$ cat src/rtl/pio_debounce_irq.sv
// Avalon-MM PIO: synchronised, debounced inputs with edge capture and
// maskable level IRQ; output register with atomic set/clear aliases.
module pio_debounce_irq #(
  parameter int                     IN_WIDTH        = 8,
  parameter int                     OUT_WIDTH       = 8,
  parameter int                     SYNC_STAGES     = 2,
  parameter int                     DEBOUNCE_CYCLES = 50000,
  parameter int                     EDGE_TYPE       = 0,
  parameter logic [OUT_WIDTH-1:0]   RESET_OUT       = '0
) (
  input  logic                 clk_clk,
  input  logic                 reset_reset_n,
  input  logic [2:0]           address,
  input  logic                 read,
  input  logic                 write,
  input  logic [31:0]          writedata,
  output logic [31:0]          readdata,
  output logic                 irq,
  input  logic [IN_WIDTH-1:0]  in_port,
  output logic [OUT_WIDTH-1:0] out_port
);

  localparam int CW = $clog2(DEBOUNCE_CYCLES) + 1;
  localparam logic [CW-1:0] LAST = CW'(DEBOUNCE_CYCLES - 1);

  logic [IN_WIDTH-1:0]  r_sync [SYNC_STAGES];
  logic [CW-1:0]        r_cnt  [IN_WIDTH];
  logic [IN_WIDTH-1:0]  r_deb;
  logic [IN_WIDTH-1:0]  r_mask;
  logic [IN_WIDTH-1:0]  r_edge;
  logic [OUT_WIDTH-1:0] r_out;

  logic [IN_WIDTH-1:0]  w_s;
  logic [IN_WIDTH-1:0]  w_hit;
  logic [IN_WIDTH-1:0]  w_set;
  logic [IN_WIDTH-1:0]  w_clr;
  logic [31:0]          w_rd;
  logic                 w_wr_out;
  logic                 w_wr_set;
  logic                 w_wr_clr;
  logic                 w_wr_mask;
  logic                 w_wr_edge;
  logic                 w_unused;

  assign w_s       = r_sync[SYNC_STAGES-1];
  assign w_wr_out  = write && (address == 3'd1);
  assign w_wr_set  = write && (address == 3'd2);
  assign w_wr_clr  = write && (address == 3'd3);
  assign w_wr_mask = write && (address == 3'd4);
  assign w_wr_edge = write && (address == 3'd5);
  assign w_unused  = ^writedata;

  always_comb begin
    w_hit = '0;
    for (int i = 0; i < IN_WIDTH; i++)
      w_hit[i] = (w_s[i] != r_deb[i]) && (r_cnt[i] == LAST);
  end

  always_comb begin
    w_set = '0;
    unique case (1'b1)
      (EDGE_TYPE == 0): w_set = w_hit & w_s;
      (EDGE_TYPE == 1): w_set = w_hit & ~w_s;
      default:          w_set = w_hit;
    endcase
  end

  assign w_clr = w_wr_edge ? writedata[IN_WIDTH-1:0] : '0;

  always_comb begin
    w_rd = '0;
    case (address)
      3'd0:    w_rd[IN_WIDTH-1:0]  = r_deb;
      3'd1:    w_rd[OUT_WIDTH-1:0] = r_out;
      3'd4:    w_rd[IN_WIDTH-1:0]  = r_mask;
      3'd5:    w_rd[IN_WIDTH-1:0]  = r_edge;
      default: w_rd = '0;
    endcase
  end

  always_ff @(posedge clk_clk or negedge reset_reset_n) begin
    if (!reset_reset_n) begin
      for (int k = 0; k < SYNC_STAGES; k++) r_sync[k] <= '0;
    end else begin
      r_sync[0] <= in_port;
      for (int k = 1; k < SYNC_STAGES; k++) r_sync[k] <= r_sync[k-1];
    end
  end

  // Counter only advances while s disagrees with d, so it cannot wrap.
  always_ff @(posedge clk_clk or negedge reset_reset_n) begin
    if (!reset_reset_n) begin
      for (int i = 0; i < IN_WIDTH; i++) r_cnt[i] <= '0;
      r_deb <= '0;
    end else begin
      for (int i = 0; i < IN_WIDTH; i++) begin
        if ((w_s[i] == r_deb[i]) || w_hit[i])
          r_cnt[i] <= '0;
        else
          r_cnt[i] <= r_cnt[i] + CW'(1);
      end
      r_deb <= r_deb ^ w_hit;
    end
  end

  always_ff @(posedge clk_clk or negedge reset_reset_n) begin
    if (!reset_reset_n) begin
      r_edge   <= '0;
      r_mask   <= '0;
      r_out    <= RESET_OUT;
      readdata <= '0;
    end else begin
      r_edge <= (r_edge & ~w_clr) | w_set;
      if (w_wr_mask) r_mask <= writedata[IN_WIDTH-1:0];
      if (w_wr_out)  r_out  <= writedata[OUT_WIDTH-1:0];
      if (w_wr_set)  r_out  <= r_out | writedata[OUT_WIDTH-1:0];
      if (w_wr_clr)  r_out  <= r_out & ~writedata[OUT_WIDTH-1:0];
      if (read)      readdata <= w_rd;
    end
  end

  assign out_port = r_out;
  assign irq      = |(r_edge & r_mask);

endmodule

$ cat config.mk
export PLATFORM = sky130hd
export DESIGN_NAME = pio_debounce_irq
export DESIGN_NICKNAME = d
export VERILOG_FILES = /design/src/rtl/pio_debounce_irq.sv
export SDC_FILE = /design/constraint.sdc
export NUM_CORES = 1
export LEC_CHECK = 0
export BUFFER_PORTS_ARGS = -buffer_cell sky130_fd_sc_hd__buf_2
export CAP_MARGIN = 25
export CELL_PAD_IN_SITES_DETAIL_PLACEMENT = 0
export CELL_PAD_IN_SITES_GLOBAL_PLACEMENT = 1
export CORE_UTILIZATION = 42
export CTS_CLUSTER_SIZE = 40
export DETAILED_ROUTE_END_ITERATION = 10
export PLACE_DENSITY_LB_ADDON = 0.1
export SYNTH_ARGS = -nofsm -noshare
export SYNTH_HDL_FRONTEND = slang
export SYNTH_SLANG_ARGS = --single-unit
$ cat constraint.sdc
create_clock -name clk_clk -period 2.3 [get_ports clk_clk]
set_clock_uncertainty 0.1 [all_clocks]
set_input_delay 0.115 -clock clk_clk [delete_from_list [all_inputs] [get_ports clk_clk]]
set_output_delay 0.115 -clock clk_clk [all_outputs]
set_load 0.05 [all_outputs]
Word-level counts from Yosys, hierarchy flattened
Cells that the tools add are included.
{ "totals": {"regBits": 192, "input_bits": 47, "output_inout_bits": 41, "wordCells": 98} }
{ "classes": {"addsub": 8, "eq_ne": 29, "muxes": 13, "n_bitwise": 9, "reduce_logical": 24} }
{ "op_table": {"columns": ["operator", "count"], "rows": [
  ["$add 17x1->17 const B", 8],
  ["$eq 17x16->1 const B", 8],
  ["$mux 17", 8],
  ["$and 8x8->8", 4],
  ["$mux 8", 4],
  ["$pmux 8 s4", 1],
  ["$not 8->8", 2],
  ["$or 8x8->8", 2],
  ["$logic_and 1x1->1", 13],
  ["$eq 1x1->1", 8],
  ["$logic_or 1x1->1", 8],
  ["$ne 1x1->1", 8],
  ["$reduce_or 8->1", 1],
  ["$xor 8x8->8", 1],
  ["$eq 3x2->1 const B", 2],
  ["$eq 3x3->1 const B", 2],
  ["$eq 3x1->1 const B", 1],
  ["$logic_not 3->1", 1],
  ["$reduce_bool 3->1", 1]
]} }

Depth between registers and ports, before layout
Gate-level depths: netlist of the first run.
{ "depth": {"ltp_word": 6, "ltp_mapped": 6, "mapped_depth_nobuf": 5} }

Worst setup path before layout of the first run
Ideal clock, no wire load.
{ "synth_path": {"path_type": "flip-flop to flip-flop", "from": "register r_cnt[124] in the netlist's numbering", "to": "register with a tool-made name", "setup_ns": 0.125, "arrival_ns": 2.027, "t_required_ns": 2.075, "setup_slack_ns": 0.048, "stages_incl_launch_ff": 5, "synth_period_minus_slack_ns": 2.252, "cell_sequence": "dfrtp_1 or4_1 or4_4 nor4_1 mux2_2"} }
{ "synth_rtl": {"columns": ["item", "line", "source"], "rows": [
  ["start: declaration", "27", "logic [CW-1:0] r_cnt [IN_WIDTH];"],
  ["start signal: indexed assignment", "100", "r_cnt[i] <= r_cnt[i] + CW'(1);"]
]} }

==> results of run 1 <==
-- through the flow --
stage	cells	hold slack (ps)	setup slack, ps
2_1_floorplan	904	-281	47.8
3_3_place_gp	1204	75.3	36.7
3_5_place_dp	1204	81.0	50.6
4_1_cts	1254	160	31.5
5_1_grt	1256	192	11.5
6_report	1257	183	93.4
-- cell families (layout without fill, tap and decap cells) --
logic type,after synthesis,in the layout,synth area share (%)
buffers and inverters,80,155,4.42
AOI/OAI and AO/OA,45,45,3.34
xor gates and xnor gates,128,128,12.4
DFF,192,192,53.0
adders and majority gates,8,8,1.10
muxes,24,24,3.97
and+or+nand+nor,403,403,21.8
other,1,27,0.0414
-- sequential cells by signal, indices dropped and copies added (netlist names), named ones only --
register / count
out_port: 8
r_cnt: 136
r_edge: 8
r_mask: 8
r_sync: 8
readdata: 8
w_s: 8
-- power by group --
part | switching (uW) | total [uW] | leakage (uW) | internal [uW]
logic | 560 | 814 | 0.00147 | 253
clock network | 1320 | 3150 | 0.000295 | 1830
registers | 133 | 3650 | 0.00258 | 3520
total | 2010 | 7620 | 0.00435 | 5610
-- per-layer routing --
| metal | track usage [%] | up-vias | share of wire, % |
|---|---|---|---|
| met5 | 0 | - | 0.099 |
| met4 | 5.41 | 2 | 1.4 |
| met3 | 4.13 | 16 | 3.5 |
| met2 | 29.2 | 90 | 47 |
| met1 | 25.5 | 3212 | 48 |
| li1 | - | 3161 | - |
-- what timing repair did --
item / in CTS / in global routing
hold buffers: 18 / 0
setup endpoints to repair: 0 / 1
gates resized for setup: 0 / 3
endpoints found under the hold margin: 107 / 0
-- worst min-delay path, cell delays in order --
cell and delay, ps:
buf_2 120, nor3_1 60, buf_4 160, mux2_2 220
-- cell usage in the layout, fill, tap and decap left out, drive strengths merged --
| cell type | count |
|---|---|
| inv | 44 |
| a32o | 1 |
| a22o | 8 |
| ha | 8 |
| o41ai | 1 |
| bufinv | 4 |
| clkinv | 3 |
| clkinvlp | 2 |
| or4 | 8 |
| diode | 3 |
| nand2b | 8 |
| conb | 24 |
| xor2 | 29 |
| nand4 | 41 |
| and4b | 2 |
| nor2 | 158 |
| nor3b | 1 |
| nand3 | 48 |
| nor3 | 29 |
| buf | 63 |
| and3b | 1 |
| nor4 | 37 |
| and2 | 1 |
| o21ai | 22 |
| mux2 | 16 |
| xnor2 | 99 |
| a22oi | 4 |
| nand2 | 41 |
| and4 | 5 |
| dfrtp | 192 |
| and3 | 13 |
| or2 | 6 |
| mux4 | 8 |
| a21oi | 1 |
| nor4b | 2 |
| clkbuf | 21 |
| o22ai | 8 |
| dlygate4sd3 | 18 |
| nor4bb | 1 |
| or3 | 1 |
-- final timing paths --
path                                 startpoint                     to  slack, ps  depth (start not counted)
max                        r_cnt[131]$_DFF_PN0_              flip-flop         90                          5
min                                  address[1]  r_mask[2]$_DFFE_PN0P_        180                          4
max reg2reg                r_cnt[131]$_DFF_PN0_              flip-flop         90                          5
min reg2reg                r_sync[10]$_DFF_PN0_       w_s[2]$_DFF_PN0_        250                          0
max in group asynchronous         reset_reset_n    r_edge[5]$_DFF_PN0_       1190                          3
min in group asynchronous         reset_reset_n    r_cnt[62]$_DFF_PN0_        190                          2
-- cell type report --
class	count	area [um2]
repair buffers	82	597
diodes	3	7.51
clock inverters	12	180
flip-flops and latches	192	4800
inverters	41	154
fillers	1919	10600
multi-input cells	632	3970
clock buffers	20	437
well taps	275	344
==> impl_metrics.csv, run 1 <==
group,metric,value,unit
floorplan,coreArea,21100,um2
global_routing,grt_max_degree,73,
clocking,cts.sinks,192,
floorplan,die_h,149,um
worst_hold_path,hold_path_class,"in2reg",
synth,synth-main-ff-cell,"dfrtp_1",
synth,synthTopCellsByCount,"dfrtp_1 (192), nor2_1 (158), xnor2_1 (99)",
critical_path,startpoint_type,"flip-flop",
timing,final.period_utilization,95.9,%
layout,area_growth,15.7,%
clocking,htreeDepth,4,
timing,setup_viol,0,
critical_path,max_stage_delay,490,ps
timing,max_freq,0.453,GHz
synth,synth_area_leaders,"dfrtp_1 (53%), xnor2_1 (9.6%), nor2_1 (6.5%)",
synth,synth_edf_count,0,
synth,synthDistinctLibCells,40,
critical_path,path_buf_inv,1,
synth,ys.warnings.count,0,
pwr,vdd_ir_drop_max,503,uV
synth,yosysMostFrequentCell,"dfrtp_1",
pwr,power.total,7620,uW
synth,synth_top_area_share,53.0,%
pwr,power_density,727,nW/um2
outcome,outcome,"completed",
clocking,cts_buffers,17,
clocking,ctsRootBufferMaster,"clkbuf_16",
clocking,clock_latency,430,ps
layout,final_cell_area,10500,um2
floorplan,pin_count,88,
detailed_routing,num_vias,6481,
layout,nNetsFinal,1021,
clocking,clockBufferDepth,2,
global_routing,grt_pass1_wl,32.7,mm
detailed_routing,ant_nets,0,
synth,synth-seq-cells,192,
floorplan,dieArea,22200,um2
critical_path,crit_required,2500,ps
synth,synthCells,881,
placed_design,gp_congestion,0.810,
critical_path,crit_slowest_cell,"or4_1",
critical_path,cp_max_fo,2,
critical_path,crit_path_end_kind,"flip-flop",
placed_design,placed_area,9670,um2
timing,slew_headroom,59.7,%
critical_path,arrival,2410,ps
floorplan,row_count,53,
layout,drive_gt1_share,12.9,%
timing,drv_slew,0,
placed_design,dp.final_hpwl,13.5,mm
critical_path,cp_cell_sequence,"or4_1, or4_4, nor4_4, buf_4, mux2_4",
global_routing,grt_usage,18.5,%
synth,synthesis.area,9070,um2
synth,synth_area_leader_cell,"dfrtp_1",
detailed_routing,drt-pass1-iter-count,4,
detailed_routing,wl_per_cell,15.3,um
timing,grt_setup_unrepaired,"false",
job,cap_violations,0,
layout,utilization,49.7,%
timing,worst_pin_slew,604,ps
synth,syn_area_per_cell,10.3,um2
global_routing,first_global_vias,6520,
placed_design,port_buffers,39,
clocking,post_cts_buffers,0,
detailed_routing,routed_wl,19.3,mm
timing,finalHoldViolations,0,
global_routing,antenna_found_initial,3,
detailed_routing,drc,0,
global_routing,grt_overflow,0,
critical_path,path_class,"reg2reg",
clocking,clkSlewWorstSetupHoldPaths,70,ps
clocking,cts_tree,"yes",
timing,min_period,2210,ps
synth,synth-async-reset-ratio,100,%
detailed_routing,routed_via_density,5.16,
critical_path,crit_family,"simple AND/OR/NAND/NOR gates",
detailed_routing,drt_iter0_drc,297,
pwr,power.leakage,0.00435,uW
synth,ys_seq_area_share,53.0,%
timing,fin_tns_setup,0,ps
floorplan,die_w,149,um
floorplan,start_util,43.0,%
No activity file was read; power rests on OpenSTA's default activity.
==> run 2, diff against run 1 <==
Settings changed: ABC_AREA set to 1, CORE_MARGIN set to 3, CORE_UTILIZATION 42 to 40.
==> impl_metrics.csv, run 2 <==
group,metric,value,unit
global_routing,grt_pass1_wl,41.3,mm
floorplan,dieArea,28000,um2
floorplan,row_count,58,
global_routing,grt_overflow,0,
layout,largest_register,"r_cnt",
floorplan,start_util,41.0,%
synth,synthCells,1377,
synth,yosysMostFrequentCell,"nand2_1",
detailed_routing,drt-pass1-iter-count,5,
layout,area_growth,12.3,%
clocking,cts_tree,"yes",
critical_path,crit_path_end_kind,"output port",
detailed_routing,routed_wl,24.4,mm
global_routing,antenna_found_initial,1,
job,cap_violations,0,
detailed_routing,num_vias,8403,
placed_design,port_buffers,39,
critical_path,startpoint_type,"flip-flop",
detailed_routing,wl_per_cell,13.6,um
synth,synthDistinctLibCells,29,
layout,nNetsFinal,1502,
layout,nFillCells,2688,
clocking,ctsRootBufferMaster,"clkbuf_16",
critical_path,crit_required,2090,ps
synth,synthesis.area,10400,um2
synth,synth_area_leaders,"dfrtp_1 (46%), nand2_1 (13%), nor2_1 (12%)",
timing,max_freq,0.569,GHz
pwr,power.leakage,0.00524,uW
synth,synth-seq-cells,192,
detailed_routing,drc,0,
timing,fin_tns_setup,0,ps
clocking,clock_latency,440,ps
timing,drv_slew,0,
global_routing,first_global_vias,8163,
timing,worst_pin_slew,515,ps
global_routing,grt_usage,18.1,%
timing,finalHoldViolations,0,
detailed_routing,ant_nets,0,
global_routing,grt_max_degree,56,
layout,drive_gt1_share,8.63,%
pwr,power_density,642,nW/um2
clocking,clkSlewWorstSetupHoldPaths,70,ps
timing,grt_setup_unrepaired,"false",
pwr,vdd_ir_drop_max,436,uV
worst_hold_path,hold_path_class,"in2reg",
floorplan,die_w,167,um
placed_design,placed_area,10900,um2
critical_path,arrival,1540,ps
floorplan,coreArea,25400,um2
timing,setup_viol,0,
detailed_routing,routed_via_density,4.69,
clocking,htreeDepth,4,
synth,syn_area_per_cell,7.56,um2
synth,synth-async-reset-ratio,100,%
pwr,power.total,7500,uW
synth,synthTopCellsByCount,"nand2_1 (365), nor2_1 (325), dfrtp_1 (192)",
timing,holdWs,43.9,ps
synth,synth_top_area_share,46.1,%
synth,synth-main-ff-cell,"dfrtp_1",
layout,largest_reg_flops,136,
synth,synth_edf_count,0,
layout,layout_commonest_cell,"nand2_1",
placed_design,dp.final_hpwl,17.7,mm
floorplan,pin_count,88,
detailed_routing,drt_iter0_drc,580,
synth,synth_area_leader_cell,"dfrtp_1",
clocking,cts_buffers,17,
layout,layout_common_cells,"nand2_1 (365), nor2_1 (325), dfrtp_1 (192)",
synth,ys.warnings.count,0,
timing,final.period_utilization,76.5,%
outcome,outcome,"completed",
placed_design,gp_congestion,0.840,
critical_path,path_class,"reg2out",
critical_path,cp_max_fo,3,
timing,min_period,1760,ps
clocking,cts.sinks,192,
synth,ys_seq_area_share,46.1,%
floorplan,die_h,167,um
layout,final_cell_area,11700,um2
clocking,clockBufferDepth,2,
timing,slew_headroom,65.5,%
## run 2: cell types whose count changed after synthesis, sizes merged, moves of 13 or more
cell,delta
nand3,+70
and3,-13
nor4,-37
xor2,+41
nor2,+181
inv,+79
nand2,+333
mux2,-16
a21oi,+15
o21ai,+16
xnor2,-96
nor3,-22
## run 2: cell type report
class / count / area [um2] / area share (%)
Multi-Input combinational cell: 1052 / 4960 / 42.4
Sequential cell: 192 / 4800 / 41.1
Timing Repair Buffer: 64 / 462 / 3.95
Clock buffer: 20 / 457 / 3.91
Inverter: 120 / 450 / 3.85
Tap cell: 330 / 413 / 3.53
Clock inverter: 12 / 146 / 1.25
Antenna cell: 1 / 2.50 / 0.0214
## run 2: path summary, 6_finish.rpt
| path | start | endpoint | slack, ps | cells past startpoint |
|---|---|---|---|---|
| max in group asynchronous | reset_reset_n | r_cnt[63]$_DFF_PN0_ | 1300 | 3 |
| worst min register to register | r_sync[10]$_DFF_PN0_ | w_s[2]$_DFF_PN0_ | 250 | 0 |
| worst max register to register | r_cnt[51]$_DFF_PN0_ | r_cnt[60]$_DFF_PN0_ | 600 | 6 |
| worst min-delay path | write | out_port[2]$_DFFE_PN0P_ | 40 | 5 |
| min in group asynchronous | reset_reset_n | r_cnt[82]$_DFF_PN0_ | 110 | 2 |
| worst max-delay path | r_mask[6]$_DFFE_PN0P_ | irq | 540 | 4 |
## run 2: power by group
part / switching (uW) / internal [uW] / total (uW)
combinational: 591 / 198 / 788
clock: 1390 / 1690 / 3080
sequential: 114 / 3520 / 3630
total: 2100 / 5400 / 7500
## run 2: kinds of logic after synthesis
kind of cell	Yosys count	share of synthesized area (%)
buf+inv	156	7.07
simple gates	877	35.7
xor+xnor	73	6.14
flops	192	46.1
fa+ha+maj	8	0.961
other cells	1	0.0360
compound gates	70	3.95
## run 2: routing by layer
metal	wire length (um)	global-route usage [%]
met1	12200	26.0
met5	13	0
met2	11200	28.4
met4	271	4.52
met3	708	3.49
## run 2: what timing repair did
item / 4_1_cts / 5_1_grt
buffers inserted: 0 / 0
gates resized for setup: 0 / 0
hold buffers: 18 / 0
hold endpoints to repair: 152 / 0
## run 2: critical path, cell delays in order, from the launching register on
cell and delay (ps):
dfrtp_1 390, nand2_1 110, nand4_1 90, or2_2 300, buf_2 220
## run 2: per-stage QoR
stage	std cells	worst slack (ps)	util (%)
after floorplan	1400	859	-
after global placement	1740	612	42.9
after detailed placement	1740	587	42.9
after CTS	1790	502	46.0
after global routing	1790	433	46.0
final	1791	541	46.0
==> run 3, diff against run 2 <==
Settings changed: CORE_UTILIZATION 40 to 45.
Clock period 2.3 ns to 1.7 ns, I/O delays scaled along.
==> impl_metrics.csv, run 3 (same netlist as run 2, synthesis figures left out) <==
group,metric,value,unit
clocking,cts.sinks,192,
floorplan,die_h,158,um
timing,holdWs,12.5,ps
worst_hold_path,hold_path_class,"in2reg",
clocking,post_cts_buffers,0,
detailed_routing,drc,0,
critical_path,crit_slowest_cell,"dfrtp_1",
detailed_routing,drt-pass1-iter-count,4,
timing,min_period,1620,ps
global_routing,first_global_vias,8192,
critical_path,cp_max_fo,3,
global_routing,grt_pass1_wl,40.6,mm
floorplan,pin_count,88,
layout,nNetsFinal,1528,
critical_path,startpoint_type,"flip-flop",
placed_design,port_buffers,39,
pwr,power_density,828,nW/um2
layout,layout_commonest_cell,"nand2_1",
timing,setup_viol,0,
detailed_routing,num_vias,8505,
floorplan,dieArea,25000,um2
placed_design,dp.final_hpwl,17.3,mm
clocking,clkSlewWorstSetupHoldPaths,60,ps
critical_path,max_stage_delay,390,ps
floorplan,die_w,158,um
placed_design,gp_congestion,0.882,
timing,final.period_utilization,95.6,%
clocking,ctsRootBufferMaster,"clkbuf_16",
detailed_routing,ant_nets,0,
timing,worst_pin_slew,778,ps
clocking,htreeDepth,4,
critical_path,crit_required,1510,ps
critical_path,cp_cell_sequence,"nand2_1, nand4_1, or2_4, buf_8",
clocking,cts_tree,"yes",
detailed_routing,routed_via_density,4.80,
clocking,cts_buffers,17,
layout,area_growth,13.9,%
timing,slew_headroom,47.8,%
detailed_routing,drt_iter0_drc,458,
detailed_routing,wl_per_cell,13.2,um
pwr,power.leakage,0.00535,uW
timing,drv_slew,0,
layout,num_antenna_cells,0,
clocking,clock_latency,430,ps
global_routing,antenna_found_initial,2,
floorplan,start_util,45.8,%
global_routing,grt_max_degree,49,
critical_path,arrival,1440,ps
timing,grt_setup_unrepaired,"false",
critical_path,path_class,"reg2out",
layout,largest_register,"r_cnt",
job,cap_violations,0,
critical_path,crit_path_end_kind,"output port",
layout,layout_common_cells,"nand2_1 (363), nor2_1 (325), dfrtp_1 (192)",
detailed_routing,routed_wl,23.4,mm
pwr,power.total,9820,uW
clocking,clockBufferDepth,2,
global_routing,grt_overflow,0,
global_routing,grt_usage,20.1,%
layout,largest_reg_flops,136,
timing,fin_tns_setup,0,ps
layout,drive_gt1_share,10.0,%
timing,finalHoldViolations,0,
floorplan,row_count,55,
pwr,vdd_ir_drop_max,606,uV
floorplan,coreArea,22700,um2
outcome,outcome,"completed",
timing,max_freq,0.616,GHz
## run 3: cell types whose count changed in the layout (fill, tap and decap cells not counted), sizes merged
cell         delta
clkinv          +4
buf            +21
clkinvlp        -1
bufinv          -2
dlygate4sd3     +5
diode           -1
clkbuf          -1
## run 3: final timing paths
check	start	to	slack, ps	cells past startpoint
worst max-delay path	r_mask[1]$_DFFE_PN0P_	irq	80	4
worst min-delay path	write	out_port[1]$_DFFE_PN0P_	10	5
worst max register to register	r_cnt[119]$_DFF_PN0_	r_cnt[129]$_DFF_PN0_	130	6
worst min register to register	r_sync[11]$_DFF_PN0_	w_s[3]$_DFF_PN0_	250	0
max in group asynchronous	reset_reset_n	r_cnt[20]$_DFF_PN0_	810	3
min in group asynchronous	reset_reset_n	r_cnt[75]$_DFF_PN0_	80	2
## run 3: stage by stage
stage	cell area (um2)	setup slack [ps]	utilization [%]	instances
global route	11900	1.02	52.2	1771
finish	11900	75.6	52.2	1771
floorplan	10500	259	-	1400
detailed placement	11000	65.7	48.6	1716
global placement	11000	126	48.6	1716
CTS	11800	7.42	52.0	1771
## run 3: per-layer routing
layer  GRT usage (%)  up-vias  part of all wire (%)
met1            28.5     3917                    49
met2            32.4       96                    47
li1                -     4470                     -
met5               0        -                  0.15
met3            3.64       18                   3.4
met4            4.30        4                  0.89
## run 3: repair_timing
action,4_1_cts,5_1_grt
pin swaps,0,1
hold buffers,23,0
endpoints found under the setup margin,1,56
resized for setup,3,10
endpoints found under the hold margin,232,0
## run 3: final cells by class
cell class | instances | area [um2]
inverter | 120 | 450
fill | 2323 | 10900
tap | 285 | 357
sequential | 192 | 4800
multi-input combinational | 1052 | 4990
clock inverter | 13 | 103
clock buffer | 19 | 443
timing repair buffer | 90 | 704
## run 3: critical path, delay by kind of cell, from the launching register on
kind / cells / cell delay [ps]
AND/OR/NAND/NOR: 3 / 480
flip-flops: 1 / 390
buffers and inverters: 1 / 150
## run 3: report_power, final
part / total (uW) / internal, uW / switching (uW)
Clock: 3780 / 1940 / 1840
Sequential: 4910 / 4760 / 153
Combinational: 1120 / 318 / 807
